==> src/rtl/fperm_pkg.sv <==
// Shared definitions for the FP permute/seed pipeline: tags, opcodes, stage record
// and exponent-field helpers for the double and single-pair word layouts.
package fperm_pkg;

  localparam logic [1:0] PTYPE_DBL  = 2'b01;
  localparam logic [1:0] PTYPE_SNGL = 2'b10;

  localparam int BIAS_D_DEF = 2047;
  localparam int BIAS_S_DEF = 255;

  typedef enum logic [2:0] {
    OP_MOV   = 3'd0,
    OP_SWAP  = 3'd1,
    OP_DUPLO = 3'd2,
    OP_DUPHI = 3'd3,
    OP_RCP   = 3'd4,
    OP_RSQ   = 3'd5,
    OP_BLEND = 3'd6,
    OP_RSVD  = 3'd7
  } op_e;

  typedef struct packed {
    logic [67:0] data;
    logic        vld;
    logic        err;
  } stage_t;

  // The exponent MSBs are scattered around the sign bit; these keep that in one place.
  function automatic logic [11:0] exp_get_dbl(input logic [67:0] w);
    return {w[63], w[65], w[62:53]};
  endfunction

  function automatic logic [67:0] exp_put_dbl(input logic [1:0] tag, input logic sign,
                                              input logic [11:0] e);
    return {tag, e[10], sign, e[11], e[9:0], 53'b0};
  endfunction

  // A 33-bit lane: hi lane is w[65:33], lo lane is w[32:0]; same internal layout.
  function automatic logic [8:0] exp_get_lane(input logic [32:0] l);
    return {l[30], l[32], l[29:23]};
  endfunction

  function automatic logic [32:0] exp_put_lane(input logic sign, input logic [8:0] e);
    return {e[7], sign, e[8], e[6:0], 23'b0};
  endfunction

endpackage

==> src/rtl/fperm_exp_seed.sv <==
// Reciprocal / reciprocal-sqrt exponent seed for one exponent field (combinational).
module fperm_exp_seed #(
  parameter int EW   = 12,
  parameter int BIAS = 2047
) (
  input  logic [EW-1:0] e,
  input  logic          is_rsq,
  output logic [EW-1:0] e_seed
);

  localparam logic [EW+1:0] TWO_B   = (EW+2)'(2 * BIAS);
  localparam logic [EW+1:0] THREE_B = (EW+2)'(3 * BIAS);

  // RSQ halves after the subtraction, so it needs the two extra bits before truncating.
  assign e_seed = is_rsq ? EW'((THREE_B - {2'b00, e}) >> 1)
                         : EW'(TWO_B - {2'b00, e});

endmodule

==> src/rtl/fperm_pipe.sv <==
// Pipelined FP permute/seed unit: lane moves, blend and exponent seeds behind a
// LAT-deep stall/flush pipeline.
module fperm_pipe
  import fperm_pkg::*;
#(
  parameter int LAT    = 2,
  parameter int BIAS_D = BIAS_D_DEF,
  parameter int BIAS_S = BIAS_S_DEF
) (
  input  logic        clk,
  input  logic        rst,
  input  logic        in_vld,
  input  logic        stall,
  input  logic        flush,
  input  logic [2:0]  op,
  input  logic        sel,
  input  logic [1:0]  imm,
  input  logic [67:0] A,
  input  logic [67:0] B,
  output logic [67:0] res,
  output logic        res_vld,
  output logic        res_err
);

  logic [67:0] src;
  logic [67:0] seed_word;
  logic [67:0] result;
  logic        is_dbl;
  logic        is_rsq;
  logic [11:0] e_dbl, e_dbl_seed;
  logic [8:0]  e_hi, e_hi_seed;
  logic [8:0]  e_lo, e_lo_seed;
  stage_t      stg_d;

  assign src    = sel ? A : B;
  assign is_dbl = (A[67:66] == PTYPE_DBL);
  assign is_rsq = (op == OP_RSQ);
  assign e_dbl  = exp_get_dbl(B);
  assign e_hi   = exp_get_lane(B[65:33]);
  assign e_lo   = exp_get_lane(B[32:0]);

  fperm_exp_seed #(.EW(12), .BIAS(BIAS_D)) u_seed_dbl (
    .e(e_dbl), .is_rsq(is_rsq), .e_seed(e_dbl_seed)
  );
  fperm_exp_seed #(.EW(9), .BIAS(BIAS_S)) u_seed_hi (
    .e(e_hi), .is_rsq(is_rsq), .e_seed(e_hi_seed)
  );
  fperm_exp_seed #(.EW(9), .BIAS(BIAS_S)) u_seed_lo (
    .e(e_lo), .is_rsq(is_rsq), .e_seed(e_lo_seed)
  );

  // Layout comes from A's tag even though the seed is built from B.
  assign seed_word = is_dbl
    ? exp_put_dbl(B[67:66], B[64], e_dbl_seed)
    : {B[67:66], exp_put_lane(B[64], e_hi_seed), exp_put_lane(B[31], e_lo_seed)};

  always_comb begin
    // NOTE: every always_comb output gets a default first so no latch is inferred.
    result = B;
    case (op_e'(op))
      OP_MOV:   result = src;
      OP_SWAP:  result = {src[67:66], src[32:0], src[65:33]};
      OP_DUPLO: result = {src[67:66], src[32:0], src[32:0]};
      OP_DUPHI: result = {src[67:66], src[65:33], src[65:33]};
      OP_BLEND: result = {B[67:66], imm[1] ? A[65:33] : B[65:33],
                                    imm[0] ? A[32:0]  : B[32:0]};
      OP_RCP,
      OP_RSQ:   result = seed_word;
      default:  result = B;
    endcase
    stg_d.data = result;
    stg_d.vld  = in_vld;
    stg_d.err  = in_vld && (op == OP_RSVD);
  end

  for (genvar k = 0; k < LAT; k++) begin : g_stage
    stage_t q;
    stage_t q_next;

    if (k == 0) begin : g_head
      assign q_next = stg_d;
    end else begin : g_body
      assign q_next = g_stage[k-1].q;
    end

    // NOTE: state uses non-blocking assignments; the async reset clears data as well as vld.
    always_ff @(posedge clk or negedge rst) begin
      if (!rst) begin
        q <= '0;
      end else if (flush) begin
        q.vld <= 1'b0;
      end else if (!stall) begin
        q <= q_next;
      end
    end
  end

  assign res     = g_stage[LAT-1].q.data;
  assign res_vld = g_stage[LAT-1].q.vld;
  assign res_err = g_stage[LAT-1].q.err;

endmodule

==> config.mk <==
export PLATFORM = sky130hd
export DESIGN_NAME = fperm_pipe
export DESIGN_NICKNAME = d
export VERILOG_FILES = /design/src/rtl/fperm_pkg.sv /design/src/rtl/fperm_exp_seed.sv /design/src/rtl/fperm_pipe.sv
export SDC_FILE = /design/constraint.sdc
export NUM_CORES = 1
export LEC_CHECK = 0
export CAP_MARGIN = 0
export CORE_MARGIN = 4
export CORE_UTILIZATION = 45
export CTS_CLUSTER_SIZE = 12
export DETAILED_ROUTE_END_ITERATION = 10
export PLACE_DENSITY = 0.73
export SLEW_MARGIN = 20
export SYNTH_ARGS = -nofsm -noshare
export SYNTH_HDL_FRONTEND = slang
export SYNTH_SLANG_ARGS = --single-unit
export TNS_END_PERCENT = 50
==> constraint.sdc <==
create_clock -name clk -period 0.9 [get_ports clk]
set_input_delay 0.225 -clock clk [delete_from_list [all_inputs] [get_ports clk]]
set_output_delay 0.225 -clock clk [all_outputs]
set_load 0.01 [all_outputs]
* Word-level counts from Yosys, hierarchy flattened
Cells that the tools add are included.
** Cells by class
- Equality and inequality tests :: 9
- Muxes and demuxes :: 12
- Bitwise operators :: 2
- Reduce and logical (&&, ||, !) cells :: 4
- $add $sub $neg :: 6
** Operators with widths (number)
- one-hot mux 68 bit (6 select lines) :: 1
- two-way mux 68 bit :: 1
- two-way mux 33 bit :: 2
- two-way mux 66 bit :: 1
- subtractor 10 x 9 -> 10 bit (first input constant) :: 2
- two-way mux 9 bit :: 2
- subtractor 9 bit (first input constant) :: 2
- subtractor 13 x 12 -> 13 bit (first input constant) :: 1
- equality test 3 bit (second input constant) :: 4
- two-way mux 12 bit :: 1
- subtractor 12 bit (first input constant) :: 1
- equality test 3 x 2 -> 1 bit (second input constant) :: 2
- two-way mux 2 bit :: 2
- equality test 3 x 1 -> 1 bit (second input constant) :: 1
- logical NOT 3 bit :: 1
- equality test 2 x 1 -> 1 bit (second input constant) :: 1
- two-way mux 1 bit :: 2
- inequality test 2 x 1 -> 1 bit (second input constant) :: 1
- NOT 1 bit :: 2
- AND reduction 2 bit :: 1
- OR reduction 2 bit :: 1
- logical AND 1 bit :: 1
** Word-level totals
- Input bits :: 147
- Register bits :: 140
- Word-level logic and storage cells :: 39

* Depth between registers and ports, before layout
Gate-level depths: netlist of the first run.
- Depth in word-level cells :: 4
- Depth in mapped cells :: 9
- Depth with buffers taken out :: 7

* By module
A second synthesis of the first run with hierarchy kept.
** Second synthesis, totals
- Cells, all modules :: 1229
- Area, all modules :: 10186.0 um^2
** Modules (own cells, without submodules)
- fperm_pipe :: area each 8769.7 um^2, instances 1, cells each 1027
- fperm_exp_seed at u_seed_hi ... :: area each 431.7 um^2, instances 2, cells each 59
- fperm_exp_seed at u_seed_dbl :: area each 553.0 um^2, instances 1, cells each 84

* Least setup slack after synthesis of the first run
Ideal clock, no wire load.
- Path type :: input-to-reg
- Start :: input port B[56]
- End :: register g_stage[0].q[65] (netlist name)
- Setup slack :: -0.689 ns
- Buffers on the path :: 1
- Data arrival time :: 1.459 ns
- Cell stages on the path :: 7
- Setup time :: 0.130 ns
- Path through :: ha_1 clkbuf_1 nand3_1 a21o_1 o311a_1 nor4_1 nor3_1
** On the way
- Longest elaborated chain between the ends :: 4
- Elaborated cells between the ends (all ways) :: 8
- Classes of those cells :: add/sub (4); mux (4)
** RTL lines
- start, declared :: line fperm_pipe.sv:19 : input logic [67:0] B,
- subtractor 13 x 12 -> 13 bit (tied with other cells) :: line fperm_exp_seed.sv:15 : assign e_seed = is_rsq ? EW'((THREE_B - {2'b00, e}) >> 1)
- two-way mux 12 bit / two-way mux 9 bit (equally long branches) :: line fperm_exp_seed.sv:15
- two-way mux 66 bit (*) :: line fperm_pipe.sv:54 : ? exp_put_dbl(B[67:66], B[64], e_dbl_seed)
- one-hot mux 68 bit (6 select lines) (*) :: line fperm_pipe.sv:60 : case (op_e'(op))
- end signal, assigned :: line fperm_pipe.sv:93 : q <= q_next;
- end, declared :: line fperm_pipe.sv:77 : stage_t q;
Every way passes the cells marked *; elsewhere a longest branch is shown, timed or not.
A chain may end at the register's enable or synchronous reset.

* Final worst setup path of the first run
- Start :: input port sel
- End :: register g_stage[0].q[25] (netlist name)
** On the way
- Longest elaborated chain between the ends :: 2
** RTL lines
- start, declared :: line fperm_pipe.sv:16 : input logic sel,
- two-way mux 68 bit :: line fperm_pipe.sv:35 : assign src = sel ? A : B;
- one-hot mux 68 bit (6 select lines) :: line fperm_pipe.sv:60
No other way between the ends.

==> flow_summary.toml, run 1 <==
[floorplanning]
core-area_um2 = 21000
initial_core_util_pct = 45.6
dieArea_um2 = 23600
pin_count = 217
die_w_um = 154
die_h_um = 154
rows = 53

[flow_run]
max_cap_violations = 0

[setup_path]
start_kind = "primary input"
end_kind = "flip-flop"
cpMostUsedCell = "buf_6"
slowest_stage = "a221o_1"
required_ns = 1.19
critPathArrivalTime_ns = 1.70
crit_type = "primary input to flip-flop"
crit_fanout = 8
slowest_delay_ns = 0.37
path_cells = "buf_16, buf_6, or3b_4, a21oi_4, buf_6, a221o_1, o31ai_2, o21ai_1"

[placement]
dp_cells = 1771
dp_hpwl_um = 26800
placed_cell_area_um2 = 13600
gp_congestion = 0.959
io_buffers = 216

[finish]
final_area_um2 = 16600
drive_above_1_share_pct = 42.5
fin_nets = 1761
area.growth.synth_to_final_pct = 73.3
final_cells = 1894
fin_util_pct = 79.0

[timing]
layout_setup_ws_ns = -0.513
slew_viol_final = 0
period_share_pct = 157
rsz0062_at_grt = "yes"
worst_slew_pin_slew_ns = 0.384
fmax_mhz = 708
skew_ns = 0.0140
slew_headroom_pct = 74.3
period_needed_ns = 1.41
finalHoldViolations = 0
setup_viol = 160

[logic_synthesis]
synthArstFlopShare_pct = 100
synth_warnings = 0
syn-num-nets = 1306
synth_edf_count = 0
synth-seq-cells = 140
netlist_area_um2 = 9560
seq_area_frac_synth_pct = 36.7
syn_inst = 1149
avgSynthCellArea_um2 = 8.32
synth.distinct_cells = 77
synth_flop_cell = "dfrtp_1"

[outcome]
outcome = "complete, but fails checks"
violations = "negative setup slack"

[grt]
overflow = 0
grt_usage_pct = 32.9
first_global_vias = 11600
antenna_found_initial = 2
grt_pass1_wl_um = 62700
grt_max_degree = 39

[detailed_routing]
firstDrtPassIters = 9
drtIter0Drc = 1552
vias = 12200
drc = 0
post_drt_via_cell_ratio = 6.42
drt-total-wl_um = 45900
ant_nets = 0
wl_per_cell_um = 24.2

[cts]
htree_levels = 4
clk_latency_ns = 0.44
clock-root-buffer = "clkbuf_16"
cts.clk_slew.worst_paths_ns = 0.06
clock_sinks = 140
clockBufferDepth = 2
cts_tree = "done"
cts_inserted_buffers = 17

[hold_path]
hold_path.class = "primary input to flip-flop"

[pwr]
powerDensity_nw_per_um2 = 1440
p_leak_nw = 7.60
vdd_ir_drop_max_mv = 0.972
routing by layer:
metal / routed length [um] / GRT usage, % / vias up
met5: 0 / 0 / -
met4: 3290 / 17.5 / 0
met3: 4880 / 6.75 / 294
met2: 21400 / 53.7 / 1052
met1: 16300 / 41.3 / 5731
li1: - / - / 5088
cells in the mapped netlist, types with 3 or more instances:
library cell,number,area (um2)
nand4_1,4,25.0
or3_1,9,56.3
o22a_1,3,26.3
xnor2_1,16,140
and3_1,4,25.0
buf_2,39,195
nand3_1,18,90.1
a31oi_1,36,225
a21oi_1,44,220
mux2_2,39,439
nand2_1,326,1220
ha_1,10,125
o21a_1,4,30.0
dfrtp_1,140,3500
mux2_4,11,165
nor3_1,12,60.1
buf_4,3,22.5
nor2_1,88,330
o31ai_1,4,30.0
o21ai_0,42,210
o22ai_1,7,43.8
o21ai_1,5,25.0
inv_1,6,22.5
mux2i_1,32,320
a22o_1,4,35.0
a221o_1,4,40.0
clkbuf_1,40,150
nand2b_1,9,56.3
a41oi_1,20,175
nor2b_1,5,31.3
o221ai_1,4,35.0
a211oi_1,9,67.6
buf_6,10,113
a221oi_2,11,165
a22oi_1,29,218
xor2_1,12,105
a221oi_1,19,166
a222oi_1,22,220
sequential cells by signal, summed over array words and instances (netlist names):
name       count
res_vld        1
res_err        1
res           68
g_stage.q     70
final cells by class:
| type | instances | area [um2] |
|---|---|---|
| Timing Repair Buffer | 532 | 5240 |
| Inverter | 8 | 32.5 |
| Clock buffer | 17 | 425 |
| Fill cell | 1281 | 4390 |
| Sequential cell | 140 | 3500 |
| Multi-Input combinational cell | 905 | 6840 |
| Tap cell | 275 | 344 |
| Antenna cell | 2 | 5.00 |
| Clock inverter | 15 | 181 |
worst max-delay path: cells and delay by family:
family / cells / cell delay (ns)
compound gates: 4 / 0.83
simple gates: 1 / 0.25
buf+inv: 3 / 0.38
where the power goes:
| part | switching [W] | internal [W] |
|---|---|---|
| clock network | 0.00323 | 0.00420 |
| registers | 0.000690 | 0.00736 |
| logic | 0.00420 | 0.00416 |
path summary, 6_finish.rpt:
| kind | from | to | slack, ns | cells after the start |
|---|---|---|---|---|
| min in group asynchronous | rst | g_stage[0].q[21]$_DFFE_PN0P_ | 0.20 | 2 |
| max in group asynchronous | rst | g_stage[0].q[29]$_DFFE_PN0P_ | 0.28 | 3 |
| hold reg to reg | res[22]$_DFFE_PN0P_ | res[22]$_DFFE_PN0P_ | 0.47 | 2 |
| hold / removal | flush | res_vld$_DFFE_PN0P_ | 0.05 | 3 |
| setup reg to reg | res[24]$_DFFE_PN0P_ | res[24]$_DFFE_PN0P_ | -0.07 | 5 |
| setup / recovery | sel | g_stage[0].q[25]$_DFFE_PN0P_ | -0.51 | 8 |
kinds of logic (layout without fill, tap and decap cells):
group / after synthesis / in the layout / synth area share (%)
AOI/OAI and AO/OA: 290 / 290 / 22.4
xor gates and xnor gates: 28 / 28 / 2.57
adders and majority gates: 10 / 10 / 1.31
buffers and inverters: 104 / 572 / 5.79
DFF: 140 / 140 / 36.7
muxes: 82 / 82 / 9.68
other: 0 / 2 / 0
and+or+nand+nor: 495 / 495 / 21.6
layout by cell type, fill, tap and decap left out, types with 10 or more instances in the layout:
master           count
xnor2_1             13
nor2_2              12
nand2_1            315
nor2_1              68
a41oi_2             13
a222oi_1            22
buf_2               54
a21oi_1             23
a221oi_4            15
mux2i_1             18
xor2_1              12
o21ai_1             16
dlygate4sd2_1       34
clkbuf_16           21
a22oi_1             24
clkdlybuf4s50_1     56
mux2_2              13
dfrtp_1            140
a31oi_1             35
nand3_1             10
a221oi_2            15
mux2_4              37
buf_4              223
buf_16              10
o21ai_0             28
nor2_4              10
buf_8               17
buf_12              28
nand2_2             10
a21oi_2             20
buf_6               67
dlymetal6s2s_1      26
stage by stage:
stage / worst slack, ns / TNS, ns / power, W / hold WS, ns
2_1_floorplan: -0.604 / -52.58 / 0.0111 / -0.0706
3_3_place_gp: -1.27 / -142.82 / 0.0146 / 0.0674
3_5_place_dp: -1.35 / -145.88 / 0.0148 / 0.0655
4_1_cts: -0.350 / -38.41 / 0.0227 / 0.0502
5_1_grt: -0.531 / -45.32 / 0.0247 / 0.0500
6_report: -0.513 / -41.22 / 0.0238 / 0.0530
timing repair:
item / 4_1_cts / 5_1_grt
gates resized for setup: 656 / 171
hold buffers: 1 / 0
hold endpoints to repair: 140 / 0
setup buffers: 52 / 24
pin swaps: 91 / 109
setup endpoints to repair: 208 / 170
cloned: 10 / 4
No activity file was read; power rests on OpenSTA's default activity.
==> run 2, diff against run 1 <==
- CORE_ASPECT_RATIO: unset -> 1.2
- PLACE_DENSITY: 0.73 -> 0.72
- SYNTH_HIERARCHICAL: unset -> 1
==> run 2 against run 1 <==
Effect of this change: the flow still finishes with violations (negative setup slack); sequential share of layout area decreased by 0.75 points; cell area is 3.7% higher; clock skew decreased by 0.0031 ns; final cell count increased by 4.3%; register-to-register slack improved by 0.08 ns; wire length is 1.9% higher; first-iteration DRC count decreased by 27%; combinational power increased by 4.4%; critical endpoint is now g_stage[0].q[58]$_DFFE_PN0P_; non-clock buffer count rose by 10; worst setup slack lost 0.30 ns; hold slack improved by 0.016 ns; via count rose by 2.9%.
==> flow_summary.toml, run 2 <==
[floorplanning]
die_h_um = 173
pin_count = 217
initial_core_util_pct = 45.5
rows = 60
core-area_um2 = 22400
die_w_um = 145
dieArea_um2 = 25100

[logic_synthesis]
yosysMostFrequentCell = "nand2_1"
ys_top_cells_by_area = "dfrtp_1, nand2_1, mux2i_1"
avgSynthCellArea_um2 = 8.29
synth.largest_area_cell = "dfrtp_1"
syn_inst = 1229
synth_flop_cell = "dfrtp_1"
synthArstFlopShare_pct = 100
syn-num-nets = 1385
synth_common_cells = "nand2_1, dfrtp_1, mux2i_1"
synth_warnings = 6
seq_area_frac_synth_pct = 34.4
yosysTopAreaCellShare_pct = 34.4
synth_edf_count = 0
netlist_area_um2 = 10200
synth-seq-cells = 140
synth.distinct_cells = 68

[timing]
setup_viol = 140
rsz0062_at_grt = "yes"
skew_ns = 0.0109
fmax_mhz = 584
worst_slew_pin_slew_ns = 0.465
layout_setup_ws_ns = -0.813
slew_viol_final = 0
period_needed_ns = 1.71
finalHoldViolations = 0
tns_ns = -44.89
slew_headroom_pct = 68.7
holdWs_ns = 0.0694
period_share_pct = 190

[setup_path]
crit_fanout = 6
required_ns = 1.19
critPathArrivalTime_ns = 2.00
slowest_stage = "nor4_1"
crit_buf_inv = 4
start_kind = "primary input"
crit_type = "primary input to flip-flop"
path_cells = "buf_6, nand2b_4, nor2_4, buf_12, buf_12, buf_6, mux2_2, nand2_1, a21oi_1, nor4_1, nor3_1"
end_kind = "flip-flop"
crit_family = "simple AND/OR/NAND/NOR gates"
slowest_delay_ns = 0.37

[finish]
final_area_um2 = 17200
n_fill_cell = 1492
final_cell_mix = "nand2_1, buf_4, dfrtp_1, mux2i_1, clkdlybuf4s50_1"
drive_above_1_share_pct = 40.8
fin_nets = 1840
largest_register_ffs = 70
final_common_cell = "nand2_1"
n_antenna_cell = 0
area.growth.synth_to_final_pct = 68.6
regMostFlops = "g_stage.q"

[placement]
dp_slack_ns = -1.58
io_buffers = 216
placed_cell_area_um2 = 14200
gp_congestion = 0.973
dp_hpwl_um = 28200

[pwr]
total_power_w = 0.0237
powerDensity_nw_per_um2 = 1380
vdd_ir_drop_max_mv = 1.17
p_leak_nw = 7.95

[grt]
grt_max_degree = 40
grt_pass1_wl_um = 67300
overflow = 0
grt_usage_pct = 33.4
first_global_vias = 12300
antenna_found_initial = 2

[cts]
clock-root-buffer = "clkbuf_16"
cts_inserted_buffers = 17
cts_tree = "done"
clock_sinks = 140
clk_latency_ns = 0.43
cts.clk_slew.worst_paths_ns = 0.06
clockBufferDepth = 2
htree_levels = 4

[outcome]
violations = "negative setup slack"
outcome = "complete, but fails checks"

[flow_run]
max_cap_violations = 0

[detailed_routing]
ant_nets = 0
post_drt_via_cell_ratio = 6.33
drtIter0Drc = 1130
drt-total-wl_um = 46800
wl_per_cell_um = 23.7
vias = 12500
drc = 0
firstDrtPassIters = 6

[hold_path]
hold_path.class = "primary input to flip-flop"
==> run 2: cell count changes in the layout (fill, tap and decap cells not counted), sizes merged, moves of 21 or more <==
cell / before / now
a221oi: 30 / 9
a222oi: 22 / 0
a31oi: 36 / 4
mux2i: 32 / 107
nand2: 327 / 306
nor2: 90 / 64
o21a: 4 / 25
o21ai: 48 / 107
o22ai: 7 / 36
==> run 2: path summary, 6_finish.rpt <==
| kind | end | slack [ns] | cells after the start | startpoint |
|---|---|---|---|---|
| worst max-delay path | g_stage[0].q[58]$_DFFE_PN0P_ | -0.81 | 11 | op[1] |
| worst max register to register | res[45]$_DFFE_PN0P_ | 0.01 | 4 | res[45]$_DFFE_PN0P_ |
| min in group asynchronous | res[3]$_DFFE_PN0P_ | 0.24 | 2 | rst |
| worst min-delay path | res_vld$_DFFE_PN0P_ | 0.07 | 2 | flush |
| max in group asynchronous | res[10]$_DFFE_PN0P_ | 0.18 | 3 | rst |
| worst min register to register | res[67]$_DFFE_PN0P_ | 0.47 | 2 | g_stage[0].q[69]$_DFFE_PN0P_ |
==> run 2: stage by stage <==
| step | utilization [%] | cells |
|---|---|---|
| 2_1_floorplan | - | 1229 |
| 5_1_grt | 76.8 | 1976 |
| 4_1_cts | 72.9 | 1947 |
| 3_3_place_gp | 63.6 | 1843 |
| 6_report | 76.8 | 1976 |
| 3_5_place_dp | 63.6 | 1843 |
==> run 2: worst reg2reg max path, cell delays in order, from the launching register on <==
cell and delay [ns]:
dfrtp_1 0.40, buf_4 0.14, buf_4 0.13, nand2_2 0.05, nand2_2 0.06
==> run 2: what timing repair did <==
action,in CTS,in global routing
hold buffers,1,0
hold endpoints to repair,140,0
setup endpoints to repair,210,164
gates cloned,15,4
pin swaps,99,89
setup buffers,57,36
gates resized for setup,634,161
==> run 2: cells by family (layout without fill, tap and decap cells) <==
| group | count (synthesis) | count (layout) | share of synthesized area, % |
|---|---|---|---|
| AOI/OAI and AO/OA | 341 | 341 | 22.2 |
| adders and majority gates | 9 | 9 | 1.11 |
| muxes | 142 | 142 | 15.2 |
| DFF | 140 | 140 | 34.4 |
| buffers and inverters | 113 | 580 | 5.76 |
| xor gates and xnor gates | 14 | 14 | 1.20 |
| and+or+nand+nor | 470 | 471 | 20.1 |
==> run 2: where the power goes <==
group / internal, W / switching, W
Combinational: 0.00439 / 0.00434
Clock: 0.00386 / 0.00306
Sequential: 0.00735 / 0.000724
Total: 0.0156 / 0.00812
==> run 2: metal layers <==
metal	wire length [um]	vias up	GRT usage, %
met5	7	-	0
met4	3670	2	18.5
met3	3980	299	7.58
met2	22400	873	57.0
met1	16700	5976	39.0
li1	-	5365	-
==> run 2: area by class of cell <==
class / instances / area [um2] / share of cell area, %
Multi-Input combinational cell: 977 / 7440 / 43.3
Sequential cell: 140 / 3500 / 20.4
Clock inverter: 14 / 136 / 0.794
Tap cell: 279 / 349 / 2.03
Timing Repair Buffer: 542 / 5280 / 30.7
Clock buffer: 18 / 429 / 2.50
Inverter: 6 / 35.0 / 0.204
